[src/rtl/alu_result_fifo.sv]
// ALU result FIFO: buffers ALU results with write-time zero/neg flags.
// Ports: clk/rst, in_* push side, out_* pop side, count, carry_cnt.
module alu_result_fifo #(
    parameter int DEPTH = 4
) (
    input  logic                       clk,
    input  logic                       rst,
    input  logic                       in_valid,
    output logic                       in_ready,
    input  logic [15:0]                in_result,
    input  logic                       in_carry,
    input  logic [3:0]                 in_sel,
    output logic                       out_valid,
    input  logic                       out_ready,
    output logic [15:0]                out_result,
    output logic                       out_carry,
    output logic                       out_zero,
    output logic                       out_neg,
    output logic [3:0]                 out_sel,
    output logic [$clog2(DEPTH):0]     count,
    output logic [7:0]                 carry_cnt
);

    localparam int AW = $clog2(DEPTH);
    localparam int CW = AW + 1;
    localparam int EW = 23;

    logic [EW-1:0] r_mem [DEPTH];
    logic [AW-1:0] r_wptr;
    logic [AW-1:0] r_rptr;
    logic [CW-1:0] r_count;
    logic [7:0]    r_carry_cnt;

    logic          w_push;
    logic          w_pop;
    logic [EW-1:0] w_wdata;
    logic [EW-1:0] w_head;

    assign in_ready  = (r_count != CW'(DEPTH));
    assign out_valid = (r_count != '0);
    assign w_push    = in_valid & in_ready;
    assign w_pop     = out_valid & out_ready;

    // Flags are computed once at write time so the read side is pure storage.
    assign w_wdata = {in_result, in_carry, (in_result == 16'h0000),
                      in_result[15], in_sel};

    // Storage needs no reset; pointers alone define which entries are live.
    always_ff @(posedge clk) begin
        if (w_push && !rst) begin
            r_mem[r_wptr] <= w_wdata;
        end
    end

    // DEPTH is a power of two, so pointers wrap naturally at AW bits.
    always_ff @(posedge clk) begin
        if (rst) begin
            r_wptr      <= '0;
            r_rptr      <= '0;
            r_count     <= '0;
            r_carry_cnt <= '0;
        end else begin
            if (w_push) begin
                r_wptr <= r_wptr + 1'b1;
            end
            if (w_pop) begin
                r_rptr <= r_rptr + 1'b1;
            end
            case ({w_push, w_pop})
                2'b10:   r_count <= r_count + 1'b1;
                2'b01:   r_count <= r_count - 1'b1;
                default: r_count <= r_count;
            endcase
            if (w_push && in_carry && (r_carry_cnt != 8'hFF)) begin
                r_carry_cnt <= r_carry_cnt + 1'b1;
            end
        end
    end

    assign w_head     = r_mem[r_rptr];
    assign out_result = w_head[22:7];
    assign out_carry  = w_head[6];
    assign out_zero   = w_head[5];
    assign out_neg    = w_head[4];
    assign out_sel    = w_head[3:0];
    assign count      = r_count;
    assign carry_cnt  = r_carry_cnt;

endmodule
[config.mk]
export PLATFORM = sky130hd
export DESIGN_NAME = alu_result_fifo
export DESIGN_NICKNAME = d
export VERILOG_FILES = /design/src/rtl/alu_result_fifo.sv
export SDC_FILE = /design/constraint.sdc
export NUM_CORES = 1
export LEC_CHECK = 0
export BUFFER_PORTS_ARGS = -buffer_cell sky130_fd_sc_hd__buf_2
export CAP_MARGIN = 5
export CORE_MARGIN = 3
export CORE_UTILIZATION = 35
export CTS_BUF_LIST = sky130_fd_sc_hd__clkbuf_2 sky130_fd_sc_hd__clkbuf_4 sky130_fd_sc_hd__clkbuf_8
export CTS_CLUSTER_SIZE = 30
export DETAILED_ROUTE_END_ITERATION = 6
export SLEW_MARGIN = 20
export SYNTH_ARGS = -nofsm -noshare
export SYNTH_HDL_FRONTEND = slang
export SYNTH_SLANG_ARGS = --single-unit
[constraint.sdc]
create_clock -name clk -period 4.6 [get_ports clk]
set_clock_uncertainty 0.05 [all_clocks]
set_input_delay 0.69 -clock clk [delete_from_list [all_inputs] [get_ports clk]]
set_output_delay 0.69 -clock clk [all_outputs]
set_load 0.1 [all_outputs]
==> impl_results.md, run 1 <==
* Area post-placement at 0.004537 mm^2
* Fin crit period at 2915 ps
* Fillers at 1009
* Final hold violations at 0
* Post-Route WL at 7514 um
* Synth Instances at 221
* Gpl congestion at around 0.75
* Slowest-stage cell, CP: dfxtp_2
* Die width at between 100 and 150 um
* Most used DFF post-synth: edfxtp_1
* Clock power share at 18.6%
* Vias in the first global route at 2238
* ANT nets after route at 0
* Ports at 61
* CTS Buffer Depth at 2
* Worst Slack Setup Final at 1685 ps
* Pint at 1574 uW
* Top cells by area, synth: edfxtp_1 65%, mux4_2 12%, dfxtp_1 8.4%
* Maximum vdd drop at 579.0 uV
* Worst Path Required at about 3900 ps
* Hpwl dp at 4829 um
* Hold Slack at around 460 ps
* Register area at 0.002985 mm^2
* CTS hold repair buffers at 0
* Die H at 113.9 um
* Slew HR at 44.61%
* Status: finished, final reports clean
* Sequential fraction of the synthesis area at 73.24%
* Syn avg cell area at ~18 um^2
* Sequential share of power at 41.2%
* Critical Path Source Type: flop
* Hold Path End: r_wptr[1]
* Maxcap violations at 0
* PD cells at 615.7 mW/mm^2
* CP Cell Sequence: mux4_2, buf_2
* CTS buffer count at 9
* CP bufs+invs at 1
* GRT Residual Overflow at 0
* Remaining DRCs at 0
* Clock latency at the later pin of the worst-skew pair at 360 ps
* Final layout net count at 320
* Finished Cell Area at 0.004726 mm^2
* Crit-path max FO at 22
* P&R area growth vs syn at 16.04%
* Via density at 5.035
* Sum Neg Setup Slack at 0 ps
* Post-synth top area share at 64.88%
* Per-cell routed wire length at 17.35 um
* Slew of the pin with the lowest slew margin at 830.8 ps
* Static leakage at between 0.0015 and 0.002 uW
* Share of cells above drive strength 1 at a little under two fifths
* Core area at ~0.011 mm^2
* DRT Pass-1 Iters at 4
* Largest net degree at the start of global routing at 23
* Worst setup EP type: output pin
* Die ar. at 0.01297 mm^2
* Switch share at 45.91%
* CTS tree: yes
* Reg-to-Reg Start: count[2]
* Synthesized area at 0.004073 mm^2
* Worst Reg-to-Reg Cells at 9
* Starting density of the core at 36.61%
* Hold Crit Depth at 2
* Initial antenna violation count at 0
* Net Sw Power at 1336 uW
* Iteration-0 DRC count of the detailed router at 153
* DR vias at 2180
* Worst r2r dst: count[2]
* Yosys cell types at 34
* Final Instance Count excl. Fillers at around 430
* Yosys warns at 0
* Footprint of the multi-input gates at 0.001020 mm^2
* First-pass GRT wire length at 11920 um
* Global-route usage over all layers at 12.35%
* Number of post-CTS setup repair buffers at 0
* RSZ-0062 raised after global routing: no
* Final Cycle Share at 63.36%
* Row cnt at 38
* Pre-CTS WS at 2011 ps
* # diodes at 0
* EDFF count, synth at 88
* Dpl cells at between 400 and 500
* Syn nets at 253
* Hold Startpoint: r_wptr[1]
* Synthesized flop and latch total at 105
* Clock Sinks at 105
* Quantity of I/O buffers inserted on ports at 60
* Htree depth at 3
* Slowest cell delay on critical path at roughly 890 ps
* Clk slew on worst S/H paths at ~100 ps
* Hold WC Path Type: reg2reg
* Final slew viol count at 0
* Gate power share at 40.2%
* Worst reg2reg setup slack at 2280 ps
* Setup-failing EPs final at 0
* Fraction of registers with async set/reset at 0%
* CTS Root Cell: clkbuf_8
* Top cell type by total area after synthesis: edfxtp_1
* Max Freq at 343.1 MHz
* Kind of critical path: reg2out
* CP top delay family: flip-flops
* Post_cts resized at 0
* Worst Path Arrival at 2170 ps
[registers in the layout, summed over array words and instances (netlist names), named ones only]
name,flops
carry_cnt,8
count,3
r_mem,88
r_rptr,2
r_wptr,2
[cell usage in the layout (no fill, tap or decap), types with 2 or more instances in the layout]
cell type  instances
edfxtp_1          88
clkbuf_8           9
dfxtp_2            2
nand2_1            6
clkinv_4           3
nor4_1             7
a21oi_1            9
nor2b_1            2
o31ai_1            3
a211oi_1           2
inv_1              6
ha_1               6
and2_1             4
buf_4              4
nor2_1            13
dfxtp_1           15
mux4_2            22
o21ai_0            3
xnor2_1            2
buf_2             60
nand3_1            5
inv_8              2
or3_2              3
xor2_1             3
or4_1              2
[kinds of logic (layout without fill, tap and decap cells)]
group	after synthesis	in the layout	synth area share, %
buffers and inverters	15	87	1.720
adder cells (fa/ha/maj)	7	7	2.335
flip-flops	105	105	73.24
AND/OR/NAND/NOR	48	48	6.544
multiplexers	23	23	12.44
AO/OA/AOI/OAI	18	18	2.642
XOR/XNOR	5	5	1.075
[synth_stat cells (2+ instances only)]
master    count
edfxtp_1     88
mux4_2       22
dfxtp_1      17
nor2_1       13
a21oi_1       9
nor4_1        7
ha_1          6
inv_1         6
nand2_1       6
nand3_1       5
and2_1        4
clkbuf_1      3
o21ai_0       3
o31ai_1       3
or3_2         3
xor2_1        3
a211oi_1      2
buf_2         2
nor2b_1       2
or4_1         2
xnor2_1       2
[stage by stage]
step / power, uW / utilization (%)
3_3_place_gp: 2394 / 40.77
5_1_grt: 3037 / 42.48
3_5_place_dp: 2405 / 40.78
4_1_cts: 2949 / 42.48
2_1_floorplan: 2229 / -
6_report: 2910 / 42.48
[metal layers]
layer	GRT usage, %	share of wire, %	vias up
li1	-	-	1008
met1	15.39	42	1093
met2	20.57	50	68
met3	4.191	5.8	11
met4	3.642	1.4	0
met5	0	0	-
[power by group through the flow]
stage                     clock (uW)  combinational [uW]  sequential [uW]
after detailed placement           0                1180             1230
after global routing             606                1210             1220
after floorplan                    0                 987             1240
after CTS                        564                1180             1210
final                            541                1170             1200
after global placement             0                1170             1230
[how the worst max path moves through the flow]
stage,cells past startpoint,endpoint,slack [ps]
after floorplan,9,count[2],1470
after global placement,2,out_result[5],1890
after detailed placement,2,out_result[5],2010
after CTS,2,out_result[5],1590
after global routing,2,out_result[6],1490
final,2,out_result[6],1690
[worst reg2reg max path, cell delays in order, from the launching register on]
cell and delay (ps):
dfxtp_1 410, nor3b_2 280, inv_2 90, nand2_1 150, ha_1 210, inv_1 60
fa_1 380, xor2_1 160, or3_1 300, a21oi_1 160
[layout make-up]
type,instances,share of cell area (%)
well taps,140,3.707
multi-input cells,101,21.58
clock inverters,6,1.218
clock buffers,10,2.780
flip-flops and latches,105,63.17
inverters,7,0.5560
repair buffers,64,6.990
No activity file was read; power rests on OpenSTA's default activity.
==> run 2, diff against run 1 <==
- ABC_AREA: not set -> 1
- clock period: 4.6 -> 2.71 ns (I/O delays scaled with it)
==> run 2 against run 1 <==
Against the previous run:
- cell count up 33%
- synthesized cell count up 62%
- final area up 7.1%
- core utilization up 1.1 points
- power up 83%
- area after synthesis up 3.9%
- first-iteration DRC count up 2.6%
- worst hold slack worse by 300 ps
- worst setup slack worse by 1400 ps
- sequential share of layout area down 4.2 points
- register-to-register slack worse by 1600 ps
- largest power group is now combinational logic
- highest routed layer unchanged
==> impl_results.md, run 2 <==
* Final Cycle Share at 88.55%
* Clock latency at the later pin of the worst-skew pair at 370 ps
* Initial antenna violation count at 0
* Hpwl dp at 5711 um
* Final slew viol count at 0
* Post-synth top area share at about 62%
* Maximum vdd drop at 746.3 uV
* Largest net degree at the start of global routing at 33
* Max reg flops at 88
* Die ar. at between 0.01 and 0.015 mm^2
* Worst Slack Setup Final at 310.4 ps
* Slew HR at roughly two thirds
* Maxcap violations at 0
* Vias in the first global route at 2858
* RSZ-0062 raised after global routing: no
* Iteration-0 DRC count of the detailed router at about 160
* Clock Sinks at 105
* Hold WC Path Type: in2reg
* ANT nets after route at 0
* Yosys cell types at 26
* Number of post-CTS setup repair buffers at 0
* Final hold violations at 0
* # diodes at 0
* CTS Root Cell: clkbuf_8
* DR vias at 2812
* Fillers at ~1100
* Synthesized flop and latch total at approximately 110
* Hold Slack at 157.3 ps
* Starting density of the core at 36.43%
* Clk slew on worst S/H paths at 90 ps
* Remaining DRCs at 0
* CTS buffer count at 9
* Reg with most FFs: r_mem
* CTS hold repair buffers at 0
* Slew of the pin with the lowest slew margin at 522.4 ps
* EDFF count, synth at 88
* Ports at 61
* Core area at 0.01161 mm^2
* CTS tree: yes
* Per-cell routed wire length at 15.37 um
* CTS Buffer Depth at 2
* Synthesized area at 0.004230 mm^2
* Post_cts resized at 0
* Commonest cells after routing, fill and taps aside: 88 x edfxtp_1, 64 x nor2_1, 60 x buf_2
* Worst setup EP type: output pin
* Register area at 0.002987 mm^2
* Pre-CTS WS at 682.5 ps
* Share of cells above drive strength 1 at 28.24%
* Yosys warns at 0
* Most common cell after layout, fill and taps aside: edfxtp_1
* Gpl congestion at slightly below 0.8
* Worst Path Required at 2250 ps
* PD cells at 1054 mW/mm^2
* First-pass GRT wire length at 14470 um
* Quantity of I/O buffers inserted on ports at 60
* Footprint of the multi-input gates at 0.001206 mm^2
* Finished Cell Area at 0.005061 mm^2
* Row cnt at 39
* P&R area growth vs syn at 19.64%
* Max Freq at 416.7 MHz
* GRT Residual Overflow at 0
* Die H at 115.9 um
* Post-Route WL at 8840 um
* Worst Path Arrival at 1940 ps
* Syn nets at 391
* Die width at between 100 and 150 um
* Sequential fraction of the synthesis area at 70.51%
* Top cell type by total area after synthesis: edfxtp_1
* Fin crit period at around 2400 ps
* Global-route usage over all layers at between 10% and 20%
* Top cells by area, synth: edfxtp_1 62%, dfxtp_1 8.0%, nor2_1 6.0%
* Final layout net count at 459
* Count leader, synth: edfxtp_1
* Setup-failing EPs final at 0
* Static leakage at 0.001889 uW
* Area post-placement at 0.004863 mm^2
* DRT Pass-1 Iters at 4
* Most used DFF post-synth: edfxtp_1
* Status: finished, final reports clean
* Synth cell count leaders: 88 x edfxtp_1, 68 x nor2_1, 48 x o21ai_0
* Via density at a little under 5
* Synth Instances at around 360
* Critical Path Source Type: flop
* Syn avg cell area at 11.78 um^2
* Htree depth at 3
* Fraction of registers with async set/reset at 0%
* Crit-path max FO at 20
* Kind of critical path: reg2out
==> run 2: changes by cell type after synthesis, moves of 3 or more <==
cell	previous run	this run
and2_1	4	0
buf_2	2	6
clkbuf_1	3	7
inv_1	6	25
mux4_2	22	0
nand2_1	6	36
nor2_1	13	68
nor4_1	7	4
o21ai_0	3	48
o22ai_1	0	22
o31ai_1	3	0
or3_2	3	0
==> run 2: final timing paths <==
check,startpoint,endpoint,slack (ps),cells past startpoint
worst min-delay path,rst,count[1],160,2
worst max register to register,count[1],count[2],670,10
worst min register to register,r_rptr[1],r_rptr[1],420,2
worst max-delay path,flop,out_result[5],310,5
==> run 2: logic make-up after synthesis <==
kind of cell    after synthesis  share of synthesized area, %
simple gates                120                         12.19
flops                       105                         70.51
compound gates               82                         10.35
buf+inv                      42                         4.082
fa+ha+maj                     7                         2.248
xor+xnor                      3                        0.6212
==> run 2: worst max-delay path: stages (launching register included) <==
cell and delay (ps):
dfxtp_1 340, inv_2 260, buf_4 270, nor2_1 60, o22ai_1 180, buf_2 460
==> run 2: power by group <==
| part | internal [uW] | switching, uW | total, uW |
|---|---|---|---|
| registers | 1870 | 63.8 | 1930 |
| logic | 410 | 2020 | 2430 |
| clock network | 443 | 527 | 970 |
| total | 2720 | 2610 | 5340 |
==> run 2: cell type report <==
class / instances / share of cell area, %
Multi-Input combinational cell: 212 / 23.83
Sequential cell: 105 / 59.01
Inverter: 27 / 2.002
Timing Repair Buffer: 72 / 7.713
Clock buffer: 10 / 2.596
Clock inverter: 6 / 1.310
Tap cell: 143 / 3.535
==> run 2: layer usage <==
metal / global-route usage (%) / wire length, um / vias up
met2: 23.55 / 4224 / 77
met4: 4.408 / 123 / 0
met5: 0 / 0 / -
met3: 4.125 / 543 / 11
met1: 17.63 / 3950 / 1332
li1: - / - / 1392
==> run 2: metrics by stage <==
step / instances / power (uW) / utilization, % / setup TNS, ps
2_1_floorplan: 359 / 4012 / - / -672.2
3_3_place_gp: 559 / 4398 / 41.88 / 0
3_5_place_dp: 559 / 4423 / 41.88 / 0
4_1_cts: 575 / 5391 / 43.58 / 0
5_1_grt: 575 / 5588 / 43.58 / 0
6_report: 575 / 5335 / 43.58 / 0
==> run 3, diff against run 2 <==
- BUFFER_PORTS_ARGS: -buffer_cell sky130_fd_sc_hd__buf_2 -> -buffer_cell sky130_fd_sc_hd__buf_4
==> run 3 against run 2 <==
Against the previous run:
- core utilization up 1.3 points
- critical endpoint is now out_zero
- final area is 2.9% higher
- via count is 0.57% higher
- combinational power rose by 6%
- die area unchanged
- global-route usage shrank 0.070 points
- clock power grew 0.7%
- largest power group unchanged
==> impl_results.md, run 3 (synthesized netlist as in run 2, its figures left out) <==
* Worst Reg-to-Reg Cells at 10
* Kind of critical path: reg2out
* Max Freq at around 440 MHz
* CP Capture Point: out_zero
* Final Cycle Share at 84.08%
* Core area at 0.01161 mm^2
* CP Cell Sequence: inv_2, buf_4, o21ai_0, o22ai_2, buf_4
* GRT Residual Overflow at 0
* Iteration-0 DRC count of the detailed router at 178
* Commonest cells after routing, fill and taps aside: 88 x edfxtp_1, 71 x buf_4, 64 x nor2_1
* Row cnt at 39
* Quantity of I/O buffers inserted on ports at 60
* Maxcap violations at 0
* Reg with most FFs: r_mem
* Cell count along the critical path at 5
* Ports at 61
* Static leakage at 0.001934 uW
* Final slew viol count at 0
* Vias in the first global route at 2840
* First-pass GRT wire length at about 14000 um
* Hold Startpoint: rst
* CP bufs+invs at 3
* Setup-failing EPs final at 0
* Worst Slack Setup Final at 431.3 ps
* Slew HR at between 70% and 80%
* ANT nets after route at 0
* DRT Pass-1 Iters at 4
* Max reg flops at 88
* Slew of the pin with the lowest slew margin at ~390 ps
* Finished Cell Area at ~0.0052 mm^2
* Global-route usage over all layers at 14.00%
* Worst reg2reg setup slack at 600 ps
* Hold WC Path Type: in2reg
* Hold Crit Depth at 2
* Remaining DRCs at 0
* Slowest-stage cell, CP: dfxtp_1
* CTS Buffer Depth at 2
* Post_cts resized at 0
* Clk slew on worst S/H paths at 100 ps
* # diodes at 0
* Final Instance Count excl. Fillers at 574
* Worst r2r dst: count[2]
* Worst Path Arrival at 1820 ps
* Worst Path Required at roughly 2300 ps
* CP top delay family: buffers and inverters
* DR vias at 2828
* Share of cells above drive strength 1 at 28.31%
* Initial antenna violation count at 0
* Maximum vdd drop at 631.5 uV
* P&R area growth vs syn at 23.10%
* Worst setup EP type: output pin
* Gpl congestion at 0.8465
* CTS tree: yes
* CTS hold repair buffers at 0
* Status: finished, final reports clean
* Pre-CTS WS at 632.1 ps
* Die width at between 100 and 150 um
* Number of post-CTS setup repair buffers at 0
* Hpwl dp at 5760 um
* Slowest cell delay on critical path at 340 ps
* Die ar. at around 0.013 mm^2
* Final layout net count at 458
* Crit-path most repeated cell: buf_4
* Post-route core utilization at 44.84%
* Htree depth at 3
* PD cells at 1051 mW/mm^2
* CTS buffer count at 9
* CTS Root Cell: clkbuf_8
* Critical Path Source Type: flop
* Sum Neg Setup Slack at 0 ps
* Most common cell after layout, fill and taps aside: edfxtp_1
* Reg-to-Reg Start: count[1]
* Dpl cells at ~560
* Starting density of the core at 36.43%
* Die H at ~120 um
* Clock latency at the later pin of the worst-skew pair at between 300 and 400 ps
* Via density at 4.927
* Fin crit period at 2279 ps
* Post-Route WL at 8886 um
* Crit-path max FO at 16
* Per-cell routed wire length at 15.48 um
* RSZ-0062 raised after global routing: no
* Final hold violations at 0
* Area post-placement at 0.005006 mm^2
* Clock Sinks at 105
* Largest net degree at the start of global routing at 27
-- run 3: cell count changes in the layout (fill, tap and decap cells not counted), sizes merged --
cell	previous run	this run
clkinv	3	4
buf	72	71
clkbuf	10	9
-- run 3: final cells by class --
| class | instances | area (um^2) |
|---|---|---|
| clock buffer | 9 | 123.9 |
| tap | 143 | 178.9 |
| multi-input combinational | 212 | 1206 |
| timing repair buffer | 71 | 533.0 |
| inverter | 27 | 101.3 |
| clock inverter | 7 | 77.57 |
| sequential | 105 | 2987 |
| fill | 1081 | 6406 |
-- run 3: worst register-to-register path, delay by kind of cell (launching register included) --
family                   cells  cell delay (ps)
adder cells (fa/ha/maj)      2              570
AO/OA/AOI/OAI                2              200
buffers and inverters        1               70
AND/OR/NAND/NOR              5              810
flip-flops                   1              340
-- run 3: stage by stage --
stage	hold slack [ps]	power, uW
floorplan	383.4	4012
global placement	420.4	4528
detailed placement	422.2	4559
CTS	130.2	5542
global route	142.8	5727
finish	151.9	5473
-- run 3: how the worst min path moves through the flow --
| stage | endpoint |
|---|---|
| finish | count[1] |
| global route | carry_cnt[3] |
| CTS | count[1] |
| detailed placement | r_rptr[1] |
| global placement | r_rptr[1] |
| floorplan | flop |
-- run 3: routing by layer --
| layer | wire length [um] | vias up | GRT usage [%] | share of wire, % |
|---|---|---|---|---|
| li1 | - | 1390 | - | - |
| met3 | 541 | 11 | 4.909 | 6.1 |
| met1 | 3975 | 1363 | 17.39 | 45 |
| met4 | 114 | 0 | 4.331 | 1.3 |
| met2 | 4255 | 64 | 23.05 | 48 |
| met5 | 0 | - | 0 | 0 |
-- run 3: where the power goes --
part / total [uW] / switching, uW / internal, uW
registers: 1930 / 63.0 / 1870
clock network: 977 / 541 / 435
logic: 2570 / 2040 / 529
total: 5470 / 2640 / 2830
